==> config.mk <==
export PLATFORM = sky130hd
export DESIGN_NAME = core_exu_adder_arb
export DESIGN_NICKNAME = d
export VERILOG_FILES = /design/src/rtl/core_exu_adder_arb.sv
export SDC_FILE = /design/constraint.sdc
export NUM_CORES = 1
export LEC_CHECK = 0
export ABC_AREA = 1
export CAP_MARGIN = 10
export CORE_AREA = 5 5 161 163
export DETAILED_ROUTE_END_ITERATION = 7
export DIE_AREA = 0 0 166 168
export SLEW_MARGIN = 20
export SYNTH_ARGS = -nofsm -noshare
export SYNTH_HDL_FRONTEND = slang
export SYNTH_SLANG_ARGS = --single-unit
==> constraint.sdc <==
create_clock -name clk -period 1.8 [get_ports clk]
set_input_delay 0.27 -clock clk [delete_from_list [all_inputs] [get_ports clk]]
set_output_delay 0.27 -clock clk [all_outputs]
set_load 0.005 [all_outputs]
==> src/rtl/core_exu_adder_arb.sv <==
// Shares the EXU adder between ALU issue (port 0) and LSU agen (port 1).
// Ports: two valid/ready requesters in, adder operands out, adder result in,
// one-entry registered result (data, {lt,ltu,neq}, src, tag, err) out.
module core_exu_adder_arb #(
  parameter int TAG_W      = 4,
  parameter int PRIO_MODE  = 0,
  parameter int STARVE_MAX = 7
) (
  input  logic             clk,
  input  logic             rst,
  input  logic             flush,
  input  logic             in0_valid,
  output logic             in0_ready,
  input  logic [6:0]       in0_opcode,
  input  logic [5:0]       in0_op_type,
  input  logic [31:0]      in0_rs1,
  input  logic [31:0]      in0_rs2,
  input  logic [31:0]      in0_imme,
  input  logic [TAG_W-1:0] in0_tag,
  input  logic             in1_valid,
  output logic             in1_ready,
  input  logic [6:0]       in1_opcode,
  input  logic [5:0]       in1_op_type,
  input  logic [31:0]      in1_rs1,
  input  logic [31:0]      in1_rs2,
  input  logic [31:0]      in1_imme,
  input  logic [TAG_W-1:0] in1_tag,
  output logic [6:0]       add_opcode,
  output logic [5:0]       add_op_type,
  output logic [31:0]      add_rs1,
  output logic [31:0]      add_rs2,
  output logic [31:0]      add_imme,
  input  logic             add_res_valid,
  input  logic [31:0]      add_res,
  input  logic             add_lt,
  input  logic             add_ltu,
  input  logic             add_neq,
  output logic             res_valid,
  input  logic             res_ready,
  output logic [31:0]      res_data,
  output logic [2:0]       res_flags,
  output logic             res_src,
  output logic [TAG_W-1:0] res_tag,
  output logic             res_err
);

  localparam logic [3:0] STARVE_LIM = 4'(STARVE_MAX);

  logic       rr_ptr;
  logic [3:0] starve_cnt;
  logic       grant0;
  logic       grant1;
  logic       slot_free;
  logic       accept_ok;
  logic       acc0;
  logic       acc1;

  // The slot can take a new result if empty or being drained this cycle.
  assign slot_free = !res_valid || res_ready;
  assign accept_ok = slot_free && !flush && !rst;

  always_comb begin
    grant0 = 1'b0;
    grant1 = 1'b0;
    if (in0_valid && in1_valid) begin
      if (PRIO_MODE == 0) begin
        grant1 = rr_ptr;
      end else begin
        grant1 = (starve_cnt == STARVE_LIM);
      end
      grant0 = !grant1;
    end else begin
      grant0 = in0_valid;
      grant1 = in1_valid;
    end
  end

  assign in0_ready = grant0 && accept_ok;
  assign in1_ready = grant1 && accept_ok;
  assign acc0      = in0_valid && in0_ready;
  assign acc1      = in1_valid && in1_ready;

  // With no grant the port 0 fields pass through; nothing is captured then.
  assign add_opcode  = grant1 ? in1_opcode  : in0_opcode;
  assign add_op_type = grant1 ? in1_op_type : in0_op_type;
  assign add_rs1     = grant1 ? in1_rs1     : in0_rs1;
  assign add_rs2     = grant1 ? in1_rs2     : in0_rs2;
  assign add_imme    = grant1 ? in1_imme    : in0_imme;

  always_ff @(posedge clk) begin
    if (rst) begin
      res_valid  <= 1'b0;
      res_data   <= '0;
      res_flags  <= '0;
      res_src    <= 1'b0;
      res_tag    <= '0;
      res_err    <= 1'b0;
      rr_ptr     <= 1'b0;
      starve_cnt <= '0;
    end else if (flush) begin
      res_valid  <= 1'b0;
      rr_ptr     <= 1'b0;
      starve_cnt <= '0;
    end else begin
      if (acc0 || acc1) begin
        res_valid <= 1'b1;
        res_data  <= add_res;
        res_flags <= {add_lt, add_ltu, add_neq};
        res_src   <= acc1;
        res_tag   <= acc1 ? in1_tag : in0_tag;
        res_err   <= !add_res_valid;
        // Pointer favours the port that did not just win.
        rr_ptr    <= acc0;
      end else if (res_ready) begin
        res_valid <= 1'b0;
      end
      if (!in1_valid || acc1) begin
        starve_cnt <= '0;
      end else if (starve_cnt != STARVE_LIM) begin
        starve_cnt <= starve_cnt + 4'd1;
      end
    end
  end

endmodule

Word level (Yosys, flattened, before mapping)
Cells that the tools add are included.
Widths: inputs -> output; s select.

cells by class
  mux-type cells = 11
  bitwise gates (word level) = 1
  reduce and logical (&&, ||, !) cells = 17

operator list
  cell               count
  $mux 32            3
  $logic_and 1x1->1  7
  $mux 7             1
  $mux 6             1
  $logic_not 1->1    5
  $mux 1             5
  $mux 4             1
  $logic_or 1x1->1   2
  $reduce_and 2->1   1
  $reduce_bool 2->1  1
  $reduce_or 2->1    1
  $not 1->1          1

word-level totals
  flip-flop bits (word level) = 43
  bits of input ports = 268
  output and inout bits = 153

Depth between registers and ports, before layout
  depth after elaboration = 8
  depth in mapped cells = 8
  depth with buffers taken out = 8

Worst setup path before layout
OpenSTA, ideal clock, no wires.

  kind = register -> output
  start point = register rr_ptr
  end point = output add_imme[21]
  data arrival time = 1.118 ns
  setup slack = 0.412 ns
  stages on the path, launching flop included = 9
  path buffers = 3
  cell sequence = dfxtp_1 > inv_1 > nand2_1 > nand2_2 > buf_4 > buf_4 > buf_4 > nand2_1 > nand2_1

between the ends
  longest elaborated chain between the ends = 3

RTL lines
  element                 line  text
  start, declared         49    logic rr_ptr;
  start signal, assigned  98    rr_ptr <= 1'b0;
  start signal, assigned  102   rr_ptr <= 1'b0;
  start signal, assigned  113   rr_ptr <= acc0;
  $mux 1 (2 in series)    65    if (in0_valid && in1_valid) begin
  $mux 32                 88    assign add_imme = grant1 ? in1_imme : in0_imme;
  end, declared           32    output logic [31:0] add_imme,

No other way between the ends. The select of a mux whose other input is x is not followed.

Worst setup path in the final report
  start point = register rr_ptr
  end point = output add_imme[15]

The elaborated chain is that of the path after synthesis.

==> implementation parameters <==
Parameter                              Value

Synth
  Number of distinct library cell variants in the gate-level netlist after synthesis ... 15
  List of most frequent post-synthesis cells ... nand2_1 (388), nor2_1 (82), dfxtp_1 (43)
  Area leader, netlist ... nand2_1
  Cell with the most instances after synthesis ... nand2_1
  Most area-consuming cells after synthesis ... nand2_1 (45%), dfxtp_1 (27%), nor2_1 (9.5%)
  Post-Syn Area ... 3230 um2
  Count of flip-flops with a built-in enable after synthesis ... 0
  Synthesis Warnings ... 0
  Post-synthesis net count ... 878
  Portion of the post-synthesis area used by sequential elements ... 0.267
  Post-synthesis register bit count ... 43
  Cells after Synth ... 610
  Main synth FF type ... dfxtp_1
  Async SR Flop Fraction ... 0
  Mean instance size in the synthesized netlist ... 5.29 um2
  Area share of the largest cell type after synthesis ... 0.451

Clock tree
  H-tree levels ... 2
  TritonCTS clock tree ... done
  Clock transition at the registers of the reported paths ... 0.06 ns
  Clock network latency to the later pin of the worst-skew pair ... 0.29 ns
  Maximum buffer depth of the clock tree ... 2
  Number of clock sinks ... 43
  Total of hold buffers inserted after clock tree synthesis ... 0
  Root buf cell ... clkbuf_16
  Number of buffers inserted during clock tree synthesis ... 5

Worst setup path
  Crit path launch type ... flop
  R2R cell count ... 10
  Critical Setup Path Class ... flop to output port
  Element type at the critical path end ... output port
  Arrival time worst endpoint ... 1.89 ns
  Crit-path max FO ... 22
  Required time of the critical path ... 1.53 ns

GRT
  Largest net degree at the start of global routing ... 42
  Global-route wire length before repair ... 34100 um
  Global route overflow ... 0
  Via count of the first global-routing pass ... 5349
  Initial antenna violation count ... 6
  Global Route Usage Sum ... 0.159

STA
  Worst hold slack after final layout ... 0.476 ns
  Hold Violations, Final ... 0
  Unrepaired setup endpoints after global routing ... true
  Final Max Tran Viols ... 0
  Slew headroom ... 0.688
  Sum of negative setup slack ... -9.22 ns
  Worst-Margin Slew ... 0.468 ns
  Final setup viols ... 46
  Worst setup slack after layout ... -0.362 ns
  Time the worst path needs with I/O delays and setup ... 2.16 ns
  Part of the cycle the worst path needs ... 1.20
  Achievable frequency ... 462 MHz
  Worst Clk Skew ... 0.00439 ns

Placement
  Placed wire-length estimate after detailed placement ... 20100 um
  PortBufs ... 420
  Weighted congestion reported at the end of routability-driven placement ... 0.893
  Placement Cell Area ... 8100 um2

Floorplanning
  Floorplan core area ... 24200 um2
  Top-Level Pins ... 421
  Die Wd ... 166 um
  Initial core utilization ... 0.134
  Y dimension of the die ... 168 um
  Total Die Area ... 27900 um2
  Count of standard-cell rows ... 57

Detailed routing
  ANT nets after route ... 0
  Length of the first detailed-routing pass in iterations ... 4
  Total detailed-routing wirelength ... 24200 um
  Final routed DRC violation total ... 0
  Average wire per cell in the routed design ... 17.4 um
  DRT iter0 DRCs ... 257
  Vias per inst ... 3.84
  Via count of the routed design ... 5337

Outcome
  Result of the run ... finished with violations
  Violated checks ... negative setup slack

Finish
  Final instance area ... 8480 um2
  Layout cell share with drive strength beyond 1 ... 0.138
  P&R area growth vs syn ... 163%
  Utilization after layout ... 0.351
  Number of nets in the layout ... 1329

Hold path
  WHS Path Cells ... 2
  Worst hold path class ... flop to flop

Power
  Static leakage ... 4.20 nW
  Max rail drop VDD ... 502 uV
  PD cells ... 494 nW/um2

Job
  Max Cap Viol ... 0
-- critical path, stage by stage (launching register included) --
cell and delay (ns):
dfxtp_2 0.34, inv_2 0.05, a21oi_4 0.19, buf_12 0.19, buf_12 0.16, nand2_1 0.09, nand2_1 0.07, clkdlybuf4s50_1 0.49
-- metal layers --
layer | GRT usage | wire, um | vias up
met5 | 0 | 36 | -
met4 | 0.0319 | 394 | 6
met3 | 0.0586 | 2010 | 24
met2 | 0.303 | 12700 | 239
met1 | 0.168 | 9060 | 2334
li1 | - | - | 2734
-- cell type report --
| cell class | count | area [um2] |
|---|---|---|
| Sequential cell | 43 | 862 |
| Fill cell | 2580 | 15700 |
| Tap cell | 324 | 405 |
| Timing Repair Buffer | 484 | 4800 |
| Multi-Input combinational cell | 520 | 2190 |
| Inverter | 7 | 26.3 |
| Clock buffer | 5 | 125 |
| Antenna cell | 3 | 7.51 |
| Clock inverter | 3 | 67.6 |
-- report_power, final --
group | internal (W) | switching [W]
sequential | 0.00103 | 0.0000322
clock | 0.000795 | 0.000399
combinational | 0.00121 | 0.000722
-- state kept, by name, summed over array words and instances, names as in the netlist --
name       flops
res_err        1
res_valid      1
rr_ptr         1
res_src        1
res_tag        4
res_flags      3
res_data      32
-- cell families after synthesis --
group	count (synthesis)	share of synthesized area
AOI/OAI and AO/OA	5	0.0101
buffers and inverters	47	0.0725
DFF	43	0.267
and+or+nand+nor	515	0.651
-- worst paths after layout --
check | slack, ns | from | end
worst max-delay path | -0.36 | rr_ptr | add_imme[15]
worst min-delay path | 0.48 | rr_ptr | rr_ptr
worst max register to register | 0.14 | rr_ptr | res_data[5]
worst min register to register | 0.48 | rr_ptr | rr_ptr
-- layout by cell type, fill, tap and decap left out, types with 2 or more instances in the layout --
cell,count
buf_4,37
buf_12,14
nor2_1,82
bufinv_16,2
nor2_4,2
inv_1,4
nand2_1,377
diode_2,3
buf_2,22
dlygate4sd2_1,8
clkdlybuf4s50_1,334
inv_2,3
buf_8,2
clkbuf_16,6
dlymetal6s2s_1,24
nand2_2,12
buf_6,14
clkbuf_2,18
nand3b_1,40
dfxtp_1,42
a21oi_1,2
clkdlybuf4s15_2,9
-- repair_timing --
action	4_1_cts	5_1_grt
endpoints found under the setup margin	119	110
gates cloned	2	1
gates resized for setup	145	87
buffers inserted	14	5
pin swaps	5	1
-- through the flow --
stage               total power [W]  cells  worst slack [ns]
floorplan                   0.00161    610             0.412
global route                0.00442   1389            -0.429
detailed placement          0.00303   1359            -0.584
CTS                         0.00427   1383            -0.411
finish                      0.00419   1389            -0.362
global placement            0.00302   1359            -0.579
(Power assumes the default switching activity.)
